<file path="config.mk">
export PLATFORM = sky130hd
export DESIGN_NAME = serial_adder_n_flat
export DESIGN_NICKNAME = d
export VERILOG_FILES = /design/src/rtl/serial_adder_n_if.sv /design/src/rtl/serial_adder_n.sv /design/src/flat_wrapper.sv
export SDC_FILE = /design/constraint.sdc
export NUM_CORES = 1
export LEC_CHECK = 0
export BUFFER_PORTS_ARGS = -buffer_cell sky130_fd_sc_hd__buf_2
export CORE_UTILIZATION = 35
export DETAILED_ROUTE_END_ITERATION = 7
export PLACE_DENSITY = 0.61
export SLEW_MARGIN = 10
export SYNTH_ARGS = -nofsm -noshare
export SYNTH_HDL_FRONTEND = slang
export SYNTH_SLANG_ARGS = --single-unit
</file>
<file path="constraint.sdc">
create_clock -name clk -period 2 [get_ports clk]
set_input_delay 0 -clock clk [delete_from_list [all_inputs] [get_ports clk]]
set_output_delay 0 -clock clk [all_outputs]
set_load 0.02 [all_outputs]
</file>
<file path="src/rtl/serial_adder_n_if.sv">
// Operand/result bundle for serial_adder_n: request side (start, sub, a, b, c_in)
// and registered result side (busy, done, s, c_out, ovf).
interface serial_adder_n_if #(
  parameter int WIDTH = 8
);
  logic             start;
  logic             sub;
  logic [WIDTH-1:0] a;
  logic [WIDTH-1:0] b;
  logic             c_in;
  logic             busy;
  logic             done;
  logic [WIDTH-1:0] s;
  logic             c_out;
  logic             ovf;

  modport master (
    output start, sub, a, b, c_in,
    input  busy, done, s, c_out, ovf
  );

  modport slave (
    input  start, sub, a, b, c_in,
    output busy, done, s, c_out, ovf
  );
endinterface

</file>
<file path="src/rtl/serial_adder_n.sv">
// Bit-serial WIDTH-bit adder/subtractor: one full-adder cell, one result bit per clock.
// Optional subtract mode is built only when SERIAL_ADDER_SUB_EN is defined.
module serial_adder_n #(
  parameter int WIDTH = 8
) (
  input  logic            clk,
  input  logic            rst,
  serial_adder_n_if.slave bus
);
  localparam int CW = (WIDTH > 1) ? $clog2(WIDTH) : 1;

  typedef enum logic [1:0] {IDLE, RUN, DONE} state_t;

  state_t           state_reg, state_next;
  logic [WIDTH-1:0] a_reg, b_reg, res_reg, s_reg;
  logic             carry_reg, c_out_reg, ovf_reg;
  logic [CW-1:0]    cnt_reg;

  logic             sum_bit, carry_bit, last_bit, accept;
  logic [WIDTH-1:0] b_load;
  logic             carry_load;

`ifdef SERIAL_ADDER_SUB_EN
  // Subtract is a + ~b + 1: invert B on capture and force the initial carry.
  for (genvar gi = 0; gi < WIDTH; gi++) begin : g_b_inv
    assign b_load[gi] = bus.b[gi] ^ bus.sub;
  end
  assign carry_load = bus.sub ? 1'b1 : bus.c_in;
`else
  logic unused_sub;
  assign unused_sub = bus.sub;
  for (genvar gi = 0; gi < WIDTH; gi++) begin : g_b_pass
    assign b_load[gi] = bus.b[gi];
  end
  assign carry_load = bus.c_in;
`endif

  assign sum_bit   = a_reg[0] ^ b_reg[0] ^ carry_reg;
  assign carry_bit = (a_reg[0] & b_reg[0]) | (a_reg[0] & carry_reg) | (b_reg[0] & carry_reg);
  assign last_bit  = (cnt_reg == CW'(WIDTH - 1));

  always_ff @(posedge clk) begin
    if (rst) begin
      state_reg <= IDLE;
    end else begin
      state_reg <= state_next;
    end
  end

  always_comb begin
    state_next = state_reg;
    accept     = 1'b0;
    case (state_reg)
      IDLE: begin
        if (bus.start) begin
          accept     = 1'b1;
          state_next = RUN;
        end
      end
      RUN: begin
        if (last_bit) begin
          state_next = DONE;
        end
      end
      DONE: begin
        if (bus.start) begin
          accept     = 1'b1;
          state_next = RUN;
        end else begin
          state_next = IDLE;
        end
      end
      default: state_next = IDLE;
    endcase
  end

  always_ff @(posedge clk) begin
    if (rst) begin
      a_reg     <= '0;
      b_reg     <= '0;
      res_reg   <= '0;
      s_reg     <= '0;
      carry_reg <= 1'b0;
      c_out_reg <= 1'b0;
      ovf_reg   <= 1'b0;
      cnt_reg   <= '0;
    end else if (accept) begin
      a_reg     <= bus.a;
      b_reg     <= b_load;
      carry_reg <= carry_load;
      cnt_reg   <= '0;
    end else if (state_reg == RUN) begin
      a_reg     <= a_reg >> 1;
      b_reg     <= b_reg >> 1;
      res_reg   <= {sum_bit, res_reg[WIDTH-1:1]};
      carry_reg <= carry_bit;
      cnt_reg   <= cnt_reg + 1'b1;
      // On the MSB, carry_reg still holds the carry into that bit.
      if (last_bit) begin
        s_reg     <= {sum_bit, res_reg[WIDTH-1:1]};
        c_out_reg <= carry_bit;
        ovf_reg   <= carry_reg ^ carry_bit;
      end
    end
  end

  assign bus.busy  = (state_reg == RUN);
  assign bus.done  = (state_reg == DONE);
  assign bus.s     = s_reg;
  assign bus.c_out = c_out_reg;
  assign bus.ovf   = ovf_reg;
endmodule

</file>
<file path="src/flat_wrapper.sv">
// flat-port wrapper written by rule: the top's interface ports become plain ports
module serial_adder_n_flat 
#(
  parameter int WIDTH = 8
)
  (clk, rst, bus_start, bus_sub, bus_a, bus_b, bus_c_in, bus_busy, bus_done, bus_s, bus_c_out, bus_ovf);
  serial_adder_n_if #(.WIDTH(WIDTH)) bus_i ();
  input  logic clk;
  input  logic rst;
  input wire logic [$bits(bus_i.start)-1:0] bus_start;
  input wire logic [$bits(bus_i.sub)-1:0] bus_sub;
  input wire logic [$bits(bus_i.a)-1:0] bus_a;
  input wire logic [$bits(bus_i.b)-1:0] bus_b;
  input wire logic [$bits(bus_i.c_in)-1:0] bus_c_in;
  output wire logic [$bits(bus_i.busy)-1:0] bus_busy;
  output wire logic [$bits(bus_i.done)-1:0] bus_done;
  output wire logic [$bits(bus_i.s)-1:0] bus_s;
  output wire logic [$bits(bus_i.c_out)-1:0] bus_c_out;
  output wire logic [$bits(bus_i.ovf)-1:0] bus_ovf;
  assign bus_i.start = bus_start;
  assign bus_i.sub = bus_sub;
  assign bus_i.a = bus_a;
  assign bus_i.b = bus_b;
  assign bus_i.c_in = bus_c_in;
  assign bus_busy = bus_i.busy;
  assign bus_done = bus_i.done;
  assign bus_s = bus_i.s;
  assign bus_c_out = bus_i.c_out;
  assign bus_ovf = bus_i.ovf;
  serial_adder_n #(.WIDTH(WIDTH)) u_core (.clk(clk), .rst(rst), .bus(bus_i));
endmodule
</file>
==> key figures <==
Setup path
  • WS Path Type: reg2reg
  • Critical-path cell list: ha_1 -> ha_1 -> and3b_1 -> nor2_1 -> a211oi_1
  • Startpoint types: flop
  • CP most frequent cell: ha_1
  • Bufs and invs on worst path: 0
  • Critical Path End Type: flop
  • Slowest cell on the critical path: and3b_1
  • CP Launch Point: u_core.cnt_reg[0]
  • CP max FO: 11
  • CP top delay family: simple AND/OR/NAND/NOR gates
  • Worst path arrival time: 1.63 ns
  • Crit-path max cell delay: 0.39 ns
  • Worst r2r src: u_core.cnt_reg[0]
  • Worst Path Required: 2.20 ns

Drt
  • Mean routed wirelength per cell: 11.9 um
  • Via count: 1317
  • WL final: 3.16 mm
  • Routed Antenna Nets: 0
  • DRT iter0 DRCs: between 80 and 90
  • DRT Pass-1 Iters: 4
  • Vias per cell: 4.95
  • Drc violations: 0

Clocking
  • H-tree levels: 2
  • CTS sink cnt: 39
  • CTS tree: built
  • Cts bufs inserted: 5
  • Reg clk slew, reported paths: 0.07 ns
  • Post-CTS Setup Bufs: 0
  • Max Root-Sink Buffers: 2
  • Clk Latency, worst-skew pair: ~0.29 ns
  • CTS resizes: 0
  • Root Buffer: clkbuf_8

STA
  • Fmax: between 0.6 and 0.7 GHz
  • Pins over their slew limit: 0
  • Sum Neg Setup Slack: 0 ns
  • Fin crit period: 1.43 ns
  • RSZ-0062 raised after global routing: false
  • Worst-margin pin slew: between 0.7 and 0.8 ns
  • Clock Skew: 0.00543 ns
  • Setup ws final: about 0.57 ns
  • Final worst-path cycle share: 0.716
  • Final hold violations: 0
  • Endpoints failing setup: 0
  • Max-slew headroom: 0.517

Power
  • Sequential Power Share: 0.550
  • Clock power frac: 0.337
  • Psw: about 0.37 mW
  • Sw frac: 0.248
  • Peak VDD IR: 441 uV
  • LEAKAGE: 0.747 nW
  • Power Density: 781 nW/um^2
  • Combinational Power Share: 0.113
  • Tot Pwr: 1.50 mW
  • Internal power: 1.13 mW

GRT
  • GR Overflow Total: 0
  • Largest net degree at the start of global routing: 40
  • GRT Total Usage: 0.151
  • First-pass GRT wire length: 5.28 mm
  • Antenna violations before repair: 0
  • Vias in the first global route: 1185

Yosys
  • EDFF count, synth: 0
  • Syn avg cell area: approximately 9 sq um
  • Top post-synthesis cells by count: dfxtp_1, nand2_1, a21oi_1
  • Synth Cell Area: between 1500 and 2000 sq um
  • Synth Instances: 174
  • Top-area cell type share of the netlist area: 0.505
  • Synth area leaders: dfxtp_1, a21oi_1, nand2_1, a22oi_1, nand3_1
  • Top FF cell, synth: dfxtp_1
  • Syn_nets: 198
  • Post-synth cell types: 25
  • Count leader, synth: dfxtp_1
  • Ys Warns: 0
  • Yosys reg bits: 39
  • FFs w/ async S/R, synth: 0
  • Area leader, netlist: dfxtp_1
  • Sequential share of the synthesized area: 0.505

Placement
  • Pre-CTS setup slack: 0.542 ns
  • Placer Congestion: around 0.67
  • Buffers on Ports: 31
  • Post-DP HPWL: 1.87 mm

Layout
  • Share of layout cells above drive strength 1: 0.194
  • Area delta synth->final: 23.9%
  • Diodes inserted: 0
  • Layout Nets: 239
  • Final core occ: 0.465

Floorplan
  • Die Height: a little under 70 um
  • Ports: 33
  • Die area: about 4700 sq um
  • Die X: 68.4 um
  • FP Rows: 23
  • Initial core utilization: 0.375
  • Core ar.: 4120 sq um

Run
  • Max Cap Viol: 0

Outcome
  • Status: finished, final reports clean

Hold path
  • Hold Path Class: in2reg
  • HP Start: bus_a[0]
==> power by group through the flow <==
| stage | registers (mW) | clock network, mW | logic [mW] |
|---|---|---|---|
| after floorplan | 0.837 | 0 | 0.119 |
| after global placement | 0.841 | 0 | 0.149 |
| after detailed placement | 0.841 | 0 | 0.149 |
| after CTS | 0.823 | 0.519 | 0.170 |
| after global routing | 0.827 | 0.566 | 0.188 |
| final | 0.823 | 0.504 | 0.169 |
==> logic make-up (layout without fill, tap and decap cells) <==
kind of cell               Yosys count  in the layout  share of synthesized area
adders and majority gates            3              3                     0.0291
DFF                                 39             39                      0.505
and+or+nand+nor                     63             63                      0.185
buffers and inverters               15             57                     0.0672
AOI/OAI and AO/OA                   50             50                      0.189
muxes                                2              2                     0.0130
xor gates and xnor gates             2              2                     0.0113
==> path summary, 6_finish.rpt <==
kind / slack, ns / to / depth (start not counted)
worst max-delay path: 0.57 / u_core.bus.ovf / 5
worst min-delay path: 0.01 / u_core.a_reg[0] / 3
worst max register to register: 0.57 / u_core.bus.ovf / 5
worst min register to register: 0.45 / u_core.bus.s[4] / 2
==> worst reg2reg max path: stages (launching register included) <==
cell	delay, ns
dfxtp_1	0.35
ha_1	0.15
ha_1	0.18
and3b_1	0.39
nor2_1	0.07
a211oi_1	0.21
==> area by class of cell <==
type | count | area [sq um]
multi-input cells | 120 | 661
repair buffers | 48 | 318
fillers | 424 | 2200
well taps | 50 | 62.6
flip-flops and latches | 39 | 781
inverters | 1 | 11.3
clock inverters | 1 | 5.00
clock buffers | 7 | 76.3
==> layout by cell type (no fill, tap or decap), drive strengths merged <==
cell | Yosys | routed
a211oi | 1 | 1
a21oi | 33 | 33
a22oi | 15 | 15
and3b | 1 | 1
buf | 11 | 34
clkbuf | 3 | 7
clkinv | 0 | 1
dfxtp | 39 | 39
dlygate4sd3 | 0 | 14
fa | 1 | 1
ha | 2 | 2
inv | 1 | 1
mux2i | 2 | 2
nand2 | 34 | 34
nand2b | 2 | 2
nand3 | 17 | 17
nand3b | 1 | 1
nor2 | 3 | 3
nor2b | 2 | 2
nor3 | 3 | 3
o21a | 1 | 1
xnor2 | 2 | 2
==> metal layers <==
| metal | track usage | share of wire |
|---|---|---|
| met5 | 0 | 0 |
| met4 | 0.0547 | 0.015 |
| met3 | 0.0450 | 0.064 |
| met2 | 0.243 | 0.47 |
| met1 | 0.190 | 0.45 |
==> what timing repair did <==
action                                  4_1_cts  5_1_grt
endpoints found under the setup margin        0        0
hold endpoints to repair                     14        0
hold buffers                                 14        0
==> per-stage QoR <==
step | std cells | instance area [sq um] | hold WS, ns
CTS | 266 | 1910 | 0.00275
global placement | 244 | 1690 | 0.248
global route | 266 | 1910 | 0.0346
floorplan | 174 | 1550 | 0.136
detailed placement | 244 | 1690 | 0.247
finish | 266 | 1910 | 0.0110
No activity file was read; power rests on OpenSTA's default activity.
